File: src/rtl/phase_freq_detector.sv
// rtl/phase_freq_detector.sv - counter-based phase/frequency detector for the ADPLL
module phase_freq_detector #(
    parameter int ERROR_WIDTH = 5,
    parameter int SYNC_STAGES = 2,
    parameter int LOCK_THRESH = 1,
    parameter int LOCK_COUNT  = 16
) (
    input  logic                          gen_clk_i,
    input  logic                          reset_n_i,
    input  logic                          ref_clk_i,
    input  logic                          fb_clk_i,
    output logic signed [ERROR_WIDTH-1:0] error_o,
    output logic                          error_valid_o,
    output logic                          lock_o
);

    localparam int              MW       = ERROR_WIDTH - 1;
    localparam logic [MW-1:0]   MAX      = {MW{1'b1}};
    localparam logic [MW-1:0]   ONE      = MW'(1);
    localparam logic [7:0]      LOCK_MAX = 8'(LOCK_COUNT);

    typedef enum logic [1:0] {
        IDLE     = 2'd0,
        REF_LEAD = 2'd1,
        FB_LEAD  = 2'd2
    } state_t;

    logic [SYNC_STAGES-1:0] ref_sync;
    logic [SYNC_STAGES-1:0] fb_sync;
    logic                   ref_last;
    logic                   fb_last;
    logic                   ref_p;
    logic                   fb_p;

    state_t                 state_q;
    state_t                 state_d;
    logic [MW-1:0]          cnt_q;
    logic [MW-1:0]          cnt_d;
    logic [MW-1:0]          cnt_inc;

    logic                   emit;
    logic                   emit_neg;
    logic [MW-1:0]          emit_mag;
    logic [ERROR_WIDTH-1:0] emit_val;
    logic                   in_lock;
    logic [7:0]             lock_cnt;

    // Synchronise both asynchronous clocks and remember the previous synchronised level
    always_ff @(posedge gen_clk_i or negedge reset_n_i) begin
        if (!reset_n_i) begin
            ref_sync <= '0;
            fb_sync  <= '0;
            ref_last <= 1'b0;
            fb_last  <= 1'b0;
        end else begin
            ref_sync <= {ref_sync[SYNC_STAGES-2:0], ref_clk_i};
            fb_sync  <= {fb_sync[SYNC_STAGES-2:0], fb_clk_i};
            ref_last <= ref_sync[SYNC_STAGES-1];
            fb_last  <= fb_sync[SYNC_STAGES-1];
        end
    end

    assign ref_p = ref_sync[SYNC_STAGES-1] & ~ref_last;
    assign fb_p  = fb_sync[SYNC_STAGES-1] & ~fb_last;

    // Measurement state and saturating edge-distance counter
    always_ff @(posedge gen_clk_i or negedge reset_n_i) begin
        if (!reset_n_i) begin
            state_q <= IDLE;
            cnt_q   <= '0;
        end else begin
            state_q <= state_d;
            cnt_q   <= cnt_d;
        end
    end

    assign cnt_inc = (cnt_q == MAX) ? MAX : cnt_q + ONE;

    // Next state and emit decision; a repeated edge of the leading input is a cycle slip
    always_comb begin
        state_d  = state_q;
        cnt_d    = cnt_q;
        emit     = 1'b0;
        emit_neg = 1'b0;
        emit_mag = '0;
        case (state_q)
            IDLE: begin
                if (ref_p && fb_p) begin
                    emit = 1'b1;
                end else if (ref_p) begin
                    state_d = REF_LEAD;
                    cnt_d   = ONE;
                end else if (fb_p) begin
                    state_d = FB_LEAD;
                    cnt_d   = ONE;
                end
            end
            REF_LEAD: begin
                if (fb_p) begin
                    emit     = 1'b1;
                    emit_mag = cnt_q;
                    if (ref_p) begin
                        cnt_d = ONE;
                    end else begin
                        state_d = IDLE;
                    end
                end else if (ref_p) begin
                    emit     = 1'b1;
                    emit_mag = MAX;
                    cnt_d    = ONE;
                end else begin
                    cnt_d = cnt_inc;
                end
            end
            FB_LEAD: begin
                emit_neg = 1'b1;
                if (ref_p) begin
                    emit     = 1'b1;
                    emit_mag = cnt_q;
                    if (fb_p) begin
                        cnt_d = ONE;
                    end else begin
                        state_d = IDLE;
                    end
                end else if (fb_p) begin
                    emit     = 1'b1;
                    emit_mag = MAX;
                    cnt_d    = ONE;
                end else begin
                    cnt_d = cnt_inc;
                end
            end
            default: begin
                state_d = IDLE;
                cnt_d   = '0;
            end
        endcase
    end

    assign emit_val = emit_neg ? (ERROR_WIDTH'(0) - {1'b0, emit_mag}) : {1'b0, emit_mag};
    assign in_lock  = (int'(emit_mag) <= LOCK_THRESH);

    // Register the signed error and its one-cycle strobe
    always_ff @(posedge gen_clk_i or negedge reset_n_i) begin
        if (!reset_n_i) begin
            error_o       <= '0;
            error_valid_o <= 1'b0;
        end else begin
            error_valid_o <= emit;
            if (emit) begin
                error_o <= emit_val;
            end
        end
    end

    // Count consecutive in-threshold errors; lock_o follows the count one cycle later
    always_ff @(posedge gen_clk_i or negedge reset_n_i) begin
        if (!reset_n_i) begin
            lock_cnt <= '0;
            lock_o   <= 1'b0;
        end else begin
            if (emit) begin
                if (!in_lock) begin
                    lock_cnt <= '0;
                end else if (lock_cnt >= LOCK_MAX) begin
                    lock_cnt <= LOCK_MAX;
                end else begin
                    lock_cnt <= lock_cnt + 8'd1;
                end
            end
            lock_o <= (lock_cnt == LOCK_MAX);
        end
    end

endmodule

File: config.mk
export PLATFORM = sky130hd
export DESIGN_NAME = phase_freq_detector
export DESIGN_NICKNAME = d
export VERILOG_FILES = /design/src/rtl/phase_freq_detector.sv
export SDC_FILE = /design/constraint.sdc
export NUM_CORES = 1
export LEC_CHECK = 0
export CORE_UTILIZATION = 35
export DETAILED_ROUTE_END_ITERATION = 8
export PLACE_DENSITY = 0.6
export SETUP_SLACK_MARGIN = 0.1
export SLEW_MARGIN = 40
export SYNTH_ARGS = -nofsm -noshare
export SYNTH_HDL_FRONTEND = slang
export SYNTH_SLANG_ARGS = --single-unit
File: constraint.sdc
create_clock -name gen_clk_i -period 2.3 [get_ports gen_clk_i]
set_input_delay 0.575 -clock gen_clk_i [delete_from_list [all_inputs] [get_ports gen_clk_i]]
set_output_delay 0.575 -clock gen_clk_i [all_outputs]
set_load 0.01 [all_outputs]
==> summary.md, run 1 <==
| Metric | Value |
|---|---|
| Outcome | finished clean |
| Switching fraction of total power | 0.403 |
| Setup TNS | 0 ns |
| Comb power frac | 0.527 |
| Final non-filler cell total | 233 |
| Initial Util | 0.375 |
| R2R Setup Slk | 0.08 ns |
| Met3 routed wirelength | 68 um |
| Drt pass-1 iters | 4 |
| I/O pin count | 11 |
| Layout Cell Area excl Fill | 1890 um2 |
| Number of CTS-inserted buffers | 3 |
| Internal Power | 1.22 mW |
| Routed met2 length | 1540 um |
| Yosys warnings | 0 |
| Largest net degree at the start of global routing | 28 |
| Vias per inst | 5.33 |
| N_diodes | 0 |
| Synthesized net count | 175 |
| # DRC | 0 |
| Final setup viols | 0 |
| Worst Setup Start Kind | flop |
| Port Buffer Count | 10 |
| Final Hold Fails | 0 |
| Die Y | 68.4 um |
| Cts hold-fix bufs | 0 |
| Die width | 68.4 um |
| XOR/XNOR share of the synthesized area | 0.0113 |
| TritonCTS clock tree | yes |
| Delay-heaviest family, CP | compound AO/OA/AOI/OAI gates |
| Fillers | 381 |
| Crit path time final | 2.22 ns |
| Final WL | 3220 um |
| Clock Latency Late Sink | 0.27 ns |
| Number of global-route vias before repair | 1181 |
| Post-detailed-route count of antenna-violating nets | 0 |
| Final Power | 2.04 mW |
| Post-DP Area | 1740 um2 |
| CTS Buffer Depth | 2 |
| Synth Area in Compound Gates | 0.232 |
| PnR worst setup slack | 0.0776 ns |
| GPL Wtd Cong | 0.866 |
| Share of cells above drive strength 1 | 0.246 |
| Net Sw Power | 0.820 mW |
| Final nets | 198 |
| PwrDens | 1080 nW/um2 |
| Synthesized instance count | 161 |
| Setup WS pre-CTS | -0.00771 ns |
| GRT Total Usage | 0.155 |
| DR top layer | met4 |
| WP data arrival | 2.39 ns |
| Critical Path Fanout Max | 6 |
| WL met1 | 1590 um |
| Antenna violations before repair | 0 |
| Adder-Cell Fraction of Synth Area | 0.0810 |
| Crit-path slowest cell | dfrtp_2 |
| Site Rows | 23 |
| Area delta synth->final | 22.1% |
| Setup CP Type | reg2reg |
| Crit end category | flop |
| Register bit count reported by yosys | 27 |
| Fraction of the mapped netlist area in simple logic gates | 0.195 |
| H-Tree Depth | 1 |
| Clock power share | 0.133 |
| Avg WL per Cell | 13.8 um |
| HPWL Detailed | 2210 um |
| Sequential Power Share | 0.339 |
| GRT Residual Overflow | 0 |
| Sequential area share after synthesis | 0.437 |
| Max-cap viol count | 0 |
| Inst Count DP | 220 |
| Period Utilization, post-route | 0.966 |
| Multi-input gate area in the final layout | 852 um2 |
| First-pass GRT wire length | 5380 um |
| Multiplexer share of the synthesized area | 0 |
| Core area | 4120 um2 |
| Setup Skew | 0.00414 ns |
| Lkg Pwr | 0.809 nW |
| HP Class | reg2reg |
| Worst VDD drop | 0.319 mV |
| Slew margin rel. | 0.649 |
| 1st-iter DRT viols | 29 |
| Final slew viol count | 0 |
| Largest family of logic cells by synthesized area | compound AO/OA/AOI/OAI gates |
| Worst-Margin Slew | 0.527 ns |
| FMAX | 0.450 GHz |
| Sequential Area | 678 um2 |
| Synth Area per Inst | 9.60 um2 |
| Bufs and invs on worst path | 2 |
| Yosys cell types | 44 |
| Clock transition time at the flip-flop clock pins of the worst setup and hold paths | 0.09 ns |
| Delay of the slowest critical-path stage | 0.43 ns |
| CTS Root Cell | clkbuf_8 |
| Die ar. | 4680 um2 |
| Cell chain of the critical path | buf_4 -> ha_4 -> a22oi_1 -> o22ai_1 -> nand2_2 -> inv_1 -> ha_2 -> nor2_2 -> or2_4 -> nor2_4 -> a221o_1 |
| Required time worst endpoint | 2.47 ns |
| Mapped Area | 1550 um2 |
| RSZ-0062 raised after global routing | yes |
| Clock Sinks | 27 |
| Vias | 1241 |
-- metrics by stage --
| step | hold slack [ns] | utilization |
|---|---|---|
| finish | 0.357 | 0.458 |
| global route | 0.376 | 0.458 |
| CTS | 0.363 | 0.441 |
| detailed placement | 0.341 | 0.422 |
| global placement | 0.341 | 0.422 |
| floorplan | 0.279 | - |
-- power by group through the flow --
stage          Sequential [mW]  Clock, mW  Combinational, mW
3_5_place_dp             0.696          0              0.945
5_1_grt                  0.707      0.297               1.20
3_3_place_gp             0.685          0              0.918
2_1_floorplan            0.694          0              0.686
4_1_cts                  0.693      0.278              0.993
6_report                 0.690      0.272               1.07
-- cell usage in the layout (no fill, tap or decap), types with 2 or more instances in the layout --
cell | synthesis | routed
a31o_1 | 2 | 2
a221oi_1 | 2 | 2
inv_1 | 7 | 5
clkdlybuf4s50_1 | 0 | 10
nor3_1 | 2 | 2
a21o_1 | 2 | 2
o21ai_0 | 10 | 10
nand2_1 | 15 | 14
o21ai_1 | 2 | 2
nand2b_1 | 4 | 4
ha_2 | 0 | 2
a22oi_2 | 2 | 3
nor2b_1 | 4 | 3
o22ai_1 | 4 | 4
ha_1 | 10 | 6
dfrtp_2 | 0 | 2
a22oi_1 | 4 | 3
nor2_1 | 14 | 13
o31ai_2 | 2 | 2
or3b_1 | 4 | 4
a21oi_1 | 4 | 4
ha_4 | 0 | 2
inv_2 | 1 | 3
and2_1 | 3 | 3
buf_4 | 0 | 15
nand3_1 | 4 | 4
clkbuf_8 | 0 | 3
xnor2_1 | 2 | 2
a31oi_1 | 2 | 2
dfrtp_1 | 27 | 25
a211oi_1 | 3 | 3
-- final timing paths --
kind,from,cells past startpoint,end
setup / recovery,state_q[1]$_DFFE_PN0P_,11,lock_cnt[3]$_DFFE_PN0P_
hold / removal,fb_sync[0]$_DFF_PN0_,0,fb_sync[1]$_DFF_PN0_
setup reg to reg,state_q[1]$_DFFE_PN0P_,11,lock_cnt[3]$_DFFE_PN0P_
hold reg to reg,fb_sync[0]$_DFF_PN0_,0,fb_sync[1]$_DFF_PN0_
max in group asynchronous,reset_n_i,2,state_q[1]$_DFFE_PN0P_
min in group asynchronous,reset_n_i,2,cnt_q[2]$_DFFE_PN0P_
-- state kept, by name (all words and copies together) (netlist names) --
| register | count |
|---|---|
| lock_cnt | 8 |
| error_o | 5 |
| cnt_q | 4 |
| fb_sync | 2 |
| ref_sync | 2 |
| state_q | 2 |
| error_valid_o | 1 |
| fb_last | 1 |
| lock_o | 1 |
| ref_last | 1 |
-- cells by family after synthesis --
family | Yosys count
AND/OR/NAND/NOR | 58
AO/OA/AOI/OAI | 48
flip-flops | 27
buffers and inverters | 16
adder cells (fa/ha/maj) | 10
XOR/XNOR | 2
-- cell usage after synthesis, drive strengths merged --
master	instances	area, um2
ha	10	125
nor3b	1	7.51
a221o	1	10.0
a211o	1	8.76
o21ai	13	68.8
or3b	4	35.0
nor2b	4	25.0
and3	1	7.51
and2	3	18.8
a221oi	2	17.5
inv	8	30.0
clkbuf	2	7.51
nand3b	1	7.51
o41ai	1	16.3
nor4	1	6.26
a22oi	6	55.1
nand2	15	56.3
or2	1	6.26
nand2b	4	25.0
or4	1	7.51
nor2	15	58.8
dfrtp	27	676
buf	6	30.0
a31oi	2	12.5
a31o	2	17.5
a32o	1	11.3
nand3	4	20.0
o31ai	3	32.5
o22ai	4	25.0
a21o	2	15.0
nor3	3	20.0
a211oi	3	22.5
xnor2	2	17.5
a21oi	5	28.8
a41oi	1	8.76
o21a	1	7.51
-- routing by layer --
layer,vias to the layer above,global-route usage
li1,619,-
met1,597,0.207
met2,21,0.249
met3,4,0.0267
met4,0,0.0573
met5,-,0
-- what timing repair did --
action | in CTS | in global routing
buffers inserted | 1 | 8
pin swaps | 0 | 5
endpoints found under the setup margin | 4 | 4
cloned | 0 | 0
gates resized for setup | 5 | 6
-- layout make-up --
type                            instances  share of cell area
Multi-Input combinational cell        118               0.452
Sequential cell                        27               0.359
Timing Repair Buffer                   26               0.115
Tap cell                               50              0.0332
Clock buffer                            3              0.0219
Inverter                                8              0.0159
Clock inverter                          1             0.00265
Note: power is estimated with default switching activity, not from simulation.
==> run 2, diff against run 1 <==
- CTS_BUF_LIST: default -> sky130_fd_sc_hd__clkbuf_8
==> results of run 2 <==
The final DEF is identical to that of run 1; final timing and power are the same.
==> run 3, diff against run 2 <==
- CTS_CLUSTER_SIZE: default -> 12
==> results of run 3 <==
The final DEF is identical to that of run 1; final timing and power are the same.
